$ cat config.mk
export PLATFORM = sky130hd
export DESIGN_NAME = ac_stress_seq
export DESIGN_NICKNAME = d
export VERILOG_FILES = /design/src/rtl/ac_stress_seq.sv
export SDC_FILE = /design/constraint.sdc
export NUM_CORES = 1
export LEC_CHECK = 0
export ABC_AREA = 1
export CAP_MARGIN = 40
export CORE_MARGIN = 2
export CORE_UTILIZATION = 40
export DETAILED_ROUTE_END_ITERATION = 8
export PLACE_DENSITY_LB_ADDON = 0.12
export SETUP_SLACK_MARGIN = 0.4
export SLEW_MARGIN = 20
export SYNTH_ARGS = -nofsm -noshare
export SYNTH_HDL_FRONTEND = slang
export SYNTH_SLANG_ARGS = --single-unit
$ cat constraint.sdc
create_clock -name AC_STRESS_CLK -period 3.15 [get_ports AC_STRESS_CLK]
set_input_delay 0.945 -clock AC_STRESS_CLK [delete_from_list [all_inputs] [get_ports AC_STRESS_CLK]]
set_output_delay 0.945 -clock AC_STRESS_CLK [all_outputs]
set_load 0.01 [all_outputs]
$ cat src/rtl/ac_stress_seq.sv
// AC stress sequencer: alternates STRESS and RELAX phases timed in 4096-cycle
// divider epochs, repeating the pair a programmed number of times.
module ac_stress_seq #(
    parameter int EPOCH_W = 16,
    parameter int CYC_W   = 8
) (
    input  logic               AC_STRESS_CLK,
    input  logic               RESET,
    input  logic               START,
    input  logic               ABORT,
    input  logic [EPOCH_W-1:0] STRESS_EPOCHS,
    input  logic [EPOCH_W-1:0] RELAX_EPOCHS,
    input  logic [CYC_W-1:0]   NUM_CYCLES,
    input  logic               FREQ_DIV_OUT,
    output logic               DIV_RESETB,
    output logic               STRESS_EN,
    output logic               RELAX_EN,
    output logic               BUSY,
    output logic               DONE,
    output logic [EPOCH_W-1:0] EPOCH_CNT,
    output logic [CYC_W-1:0]   CYCLE_CNT
);

    typedef enum logic [2:0] {
        IDLE,
        S_ARM,
        STRESS,
        R_ARM,
        RELAX,
        FIN
    } state_t;

    state_t             state_reg, state_next;
    logic               prev_div_reg;
    logic [EPOCH_W-1:0] stress_epochs_reg, stress_epochs_next;
    logic [EPOCH_W-1:0] relax_epochs_reg, relax_epochs_next;
    logic [CYC_W-1:0]   num_cycles_reg, num_cycles_next;
    logic [EPOCH_W-1:0] epoch_cnt_reg, epoch_cnt_next;
    logic [CYC_W-1:0]   cycle_cnt_reg, cycle_cnt_next;

    logic               div_resetb_reg, div_resetb_next;
    logic               stress_en_reg, stress_en_next;
    logic               relax_en_reg, relax_en_next;
    logic               busy_reg, busy_next;
    logic               done_reg, done_next;

    logic               tick;
    logic [EPOCH_W-1:0] epoch_inc;
    logic [CYC_W-1:0]   cycle_inc;

    // Falling MSB marks the divider wrapping 4095 -> 0, i.e. one completed epoch.
    assign tick      = prev_div_reg & ~FREQ_DIV_OUT;
    assign epoch_inc = epoch_cnt_reg + EPOCH_W'(1);
    assign cycle_inc = cycle_cnt_reg + CYC_W'(1);

    always_comb begin
        state_next         = state_reg;
        stress_epochs_next = stress_epochs_reg;
        relax_epochs_next  = relax_epochs_reg;
        num_cycles_next    = num_cycles_reg;
        epoch_cnt_next     = epoch_cnt_reg;
        cycle_cnt_next     = cycle_cnt_reg;

        if (state_reg != IDLE && ABORT) begin
            // Abort freezes both counters; only the state returns to IDLE.
            state_next = IDLE;
        end else begin
            case (state_reg)
                IDLE: begin
                    if (START && !ABORT) begin
                        stress_epochs_next = STRESS_EPOCHS;
                        relax_epochs_next  = RELAX_EPOCHS;
                        num_cycles_next    = NUM_CYCLES;
                        cycle_cnt_next     = '0;
                        if (STRESS_EPOCHS == '0 || NUM_CYCLES == '0) begin
                            state_next = FIN;
                        end else begin
                            state_next = S_ARM;
                        end
                    end
                end
                S_ARM: begin
                    epoch_cnt_next = '0;
                    state_next     = STRESS;
                end
                STRESS: begin
                    if (tick) begin
                        epoch_cnt_next = epoch_inc;
                        if (epoch_inc == stress_epochs_reg) begin
                            if (relax_epochs_reg != '0) begin
                                state_next = R_ARM;
                            end else begin
                                cycle_cnt_next = cycle_inc;
                                state_next     = (cycle_inc == num_cycles_reg) ? FIN : S_ARM;
                            end
                        end
                    end
                end
                R_ARM: begin
                    epoch_cnt_next = '0;
                    state_next     = RELAX;
                end
                RELAX: begin
                    if (tick) begin
                        epoch_cnt_next = epoch_inc;
                        if (epoch_inc == relax_epochs_reg) begin
                            cycle_cnt_next = cycle_inc;
                            state_next     = (cycle_inc == num_cycles_reg) ? FIN : S_ARM;
                        end
                    end
                end
                FIN: begin
                    state_next = IDLE;
                end
                default: begin
                    state_next = IDLE;
                end
            endcase
        end
    end

    // Outputs are registered from the next state so DIV_RESETB is glitch-free.
    always_comb begin
        div_resetb_next = (state_next == STRESS) || (state_next == RELAX);
        stress_en_next  = (state_next == S_ARM) || (state_next == STRESS);
        relax_en_next   = (state_next == R_ARM) || (state_next == RELAX);
        busy_next       = (state_next != IDLE);
        done_next       = (state_next == FIN);
    end

    always_ff @(posedge AC_STRESS_CLK or posedge RESET) begin
        if (RESET) begin
            state_reg         <= IDLE;
            prev_div_reg      <= 1'b0;
            stress_epochs_reg <= '0;
            relax_epochs_reg  <= '0;
            num_cycles_reg    <= '0;
            epoch_cnt_reg     <= '0;
            cycle_cnt_reg     <= '0;
            div_resetb_reg    <= 1'b0;
            stress_en_reg     <= 1'b0;
            relax_en_reg      <= 1'b0;
            busy_reg          <= 1'b0;
            done_reg          <= 1'b0;
        end else begin
            state_reg         <= state_next;
            prev_div_reg      <= FREQ_DIV_OUT;
            stress_epochs_reg <= stress_epochs_next;
            relax_epochs_reg  <= relax_epochs_next;
            num_cycles_reg    <= num_cycles_next;
            epoch_cnt_reg     <= epoch_cnt_next;
            cycle_cnt_reg     <= cycle_cnt_next;
            div_resetb_reg    <= div_resetb_next;
            stress_en_reg     <= stress_en_next;
            relax_en_reg      <= relax_en_next;
            busy_reg          <= busy_next;
            done_reg          <= done_next;
        end
    end

    assign DIV_RESETB = div_resetb_reg;
    assign STRESS_EN  = stress_en_reg;
    assign RELAX_EN   = relax_en_reg;
    assign BUSY       = busy_reg;
    assign DONE       = done_reg;
    assign EPOCH_CNT  = epoch_cnt_reg;
    assign CYCLE_CNT  = cycle_cnt_reg;

endmodule
==> impl_metrics.env <==
export IMPL_critical_path_arrival_ps=2830
export IMPL_io_pins=74
export IMPL_n_antenna_cell=0
export IMPL_final_common_cell="nand2_1"
export IMPL_num_rows=37
export IMPL_fin_hold_ws_ps=507.7
export IMPL_status="finished clean"
export IMPL_met1_usage=0.3182
export IMPL_hp_class="flop to flop"
export IMPL_cp_required_ps=3440
export IMPL_drtPass1Iterations=5
export IMPL_grt_max_degree=56
export IMPL_grt_usage=0.2210
export IMPL_final_area_um2=5650
export IMPL_detail_route_wl_per_cell_um=14.50
export IMPL_root_buffer="clkbuf_8"
export IMPL_clk_path_buf_depth=2
export IMPL_die_w_um=108.0
export IMPL_seqPwrFrac=0.347
export IMPL_end_kind="flop"
export IMPL_gp_congestion=0.9122
export IMPL_worstSetupPathType="flop to flop"
export IMPL_htree_levels=3
export IMPL_grt_met2_usage=0.3324
export IMPL_grt_pass1_vias=4121
export IMPL_p_comb_frac=0.464
export IMPL_syn_area_per_cell_um2=6.910
export IMPL_power_total_uw=4806
export IMPL_r2r_slack_ps=610
export IMPL_final_hold_violation_count=0
export IMPL_io_buffers=73
export IMPL_rsz0062_at_grt="no"
export IMPL_place_area_um2=5281
export IMPL_finalNetCount=759
export IMPL_worst_clock_skew_ps=7.958
export IMPL_vias=4333
export IMPL_drive_gt1_frac=0.08926
export IMPL_p_int_uw=2796
export IMPL_dp_hpwl_um=9225
export IMPL_die_area_um2=11660
export IMPL_holdBufCountCts=0
export IMPL_fmax_mhz=394.2
export IMPL_grt_busiest_layer="met2"
export IMPL_cts_tree="done"
export IMPL_synthesis_area_um2=4325
export IMPL_cap_violations=0
export IMPL_cts_reportedPaths_clkPinSlew_ps=80
export IMPL_cts_sinks=73
export IMPL_p_leak_uw=0.002663
export IMPL_numCtsBuffers=9
export IMPL_drt_iter0_drc=312
export IMPL_netlist_instances=626
export IMPL_yosysUniqueCellTypes=32
export IMPL_power_net_switching_uw=2010
export IMPL_p_clk_frac=0.190
export IMPL_period_share=0.8054
export IMPL_tightestPinTransition_ps=560.1
export IMPL_core_um2=10420
export IMPL_startpoint_type="flop"
export IMPL_slew_headroom=0.6257
export IMPL_cp_max_fo=9
export IMPL_final_util=0.5425
export IMPL_area_growth_pct=30.63
export IMPL_slew_violations=0
export IMPL_initial_core_util=0.4153
export IMPL_die_h_um=108.0
export IMPL_ys_ff_latch=73
export IMPL_globalRouteMet3Util=0.03014
export IMPL_sw_frac_of_total=0.4182
export IMPL_period_minus_slack_ps=2537
export IMPL_drc_errors=0
export IMPL_worstSkewPairLatency_ps=360
export IMPL_yosysSeqAreaShare=0.4223
export IMPL_antenna_found_initial=0
export IMPL_synth_nets=673
export IMPL_final_cell_mix="212 x nand2_1, 85 x inv_1, 72 x clkdlybuf4s50_1"
export IMPL_grt_overflow=0
export IMPL_grt_pass1_wl_um=19790
export IMPL_vias_per_cell=5.080
export IMPL_postRouteAntennaNets=0
export IMPL_fin_setup_tns_ps=0
export IMPL_ys_warn_count=0
export IMPL_setup_viol_count_final=0
export IMPL_peakVddDrop_mv=0.3980
export IMPL_routed_wl_um=12370
export IMPL_p_per_area_nw_per_um2=850.5
==> per-layer routing <==
metal  routed length [µm]  vias up
li1                     -     2188
met1                 6016     1987
met2                 5326      138
met3                  747       20
met4                  278        0
met5                    0        -
==> cell type report <==
type	instances	area (µm²)
clock buffer	11	141.4
fill	1009	4766
inverter	91	346.6
sequential	73	1831
tap	136	170.2
timing repair buffer	86	903.4
multi-input combinational	451	2156
clock inverter	5	102.6
==> critical path, stage by stage, from the launching register on <==
cell and delay, ps:
dfrtp_2 440, buf_4 150, inv_2 60, nor2_4 240, nand2_1 130, nand3_1 90, nand3_1 130, nor2_1 210
nand3_1 110, nor2_2 140, nand3_1 90, nand2_1 80, nand2_2 60, a21oi_4 220, clkbuf_16 180, nand3_1 60
o21ai_1 70
==> final timing paths <==
kind / end / startpoint / cells past startpoint
max reg2reg: CYCLE_CNT[3] / EPOCH_CNT[0] / 16
min: num_cycles_reg[0] / num_cycles_reg[0] / 2
max: CYCLE_CNT[3] / EPOCH_CNT[0] / 16
min in group asynchronous: prev_div_reg / RESET / 3
max in group asynchronous: num_cycles_reg[2] / RESET / 3
min reg2reg: num_cycles_reg[0] / num_cycles_reg[0] / 2
==> power groups by stage <==
stage                     logic [µW]  registers, µW  clock network, µW
after global placement          2080           1660                  0
after global routing            2510           1730                969
after detailed placement        2100           1670                  0
after floorplan                 1320           1640                  0
final                           2230           1670                912
after CTS                       2120           1650                928
==> cells in the mapped netlist (all sizes together) <==
master / number / area [µm²]
inv: 89 / 334.1
dfrtp: 73 / 1827
clkbuf: 10 / 37.54
o31ai: 1 / 7.510
o22ai: 12 / 75.07
nor3: 4 / 20.02
nand3: 68 / 340.3
clkinv: 2 / 8.750
nand2: 220 / 843.3
buf: 2 / 15.01
xnor2: 1 / 8.760
nand4: 23 / 150.1
o21ai: 51 / 259.0
a21oi: 1 / 16.27
nor2: 53 / 252.7
xor2: 3 / 26.28
o221a: 1 / 11.26
a21boi: 2 / 15.02
nand3b: 2 / 15.01
ha: 2 / 25.02
nor4: 6 / 37.54
==> through the flow <==
stage / setup WS [ps] / instances
2_1_floorplan: 695.9 / 626
3_3_place_gp: 222.7 / 831
3_5_place_dp: 129.9 / 831
4_1_cts: 511.1 / 847
5_1_grt: 368.9 / 853
6_report: 612.9 / 853
==> what timing repair did <==
action                     4_1_cts  5_1_grt
resized for setup                0       13
setup endpoints to repair        0       15
buffers inserted                 0        3
==> cell families after synthesis <==
kind of cell / Yosys count / synth area share
xor+xnor: 4 / 0.008101
flops: 73 / 0.4223
simple gates: 376 / 0.3836
buf+inv: 103 / 0.09141
compound gates: 68 / 0.08881
fa+ha+maj: 2 / 0.005784
(Power assumes the default switching activity.)
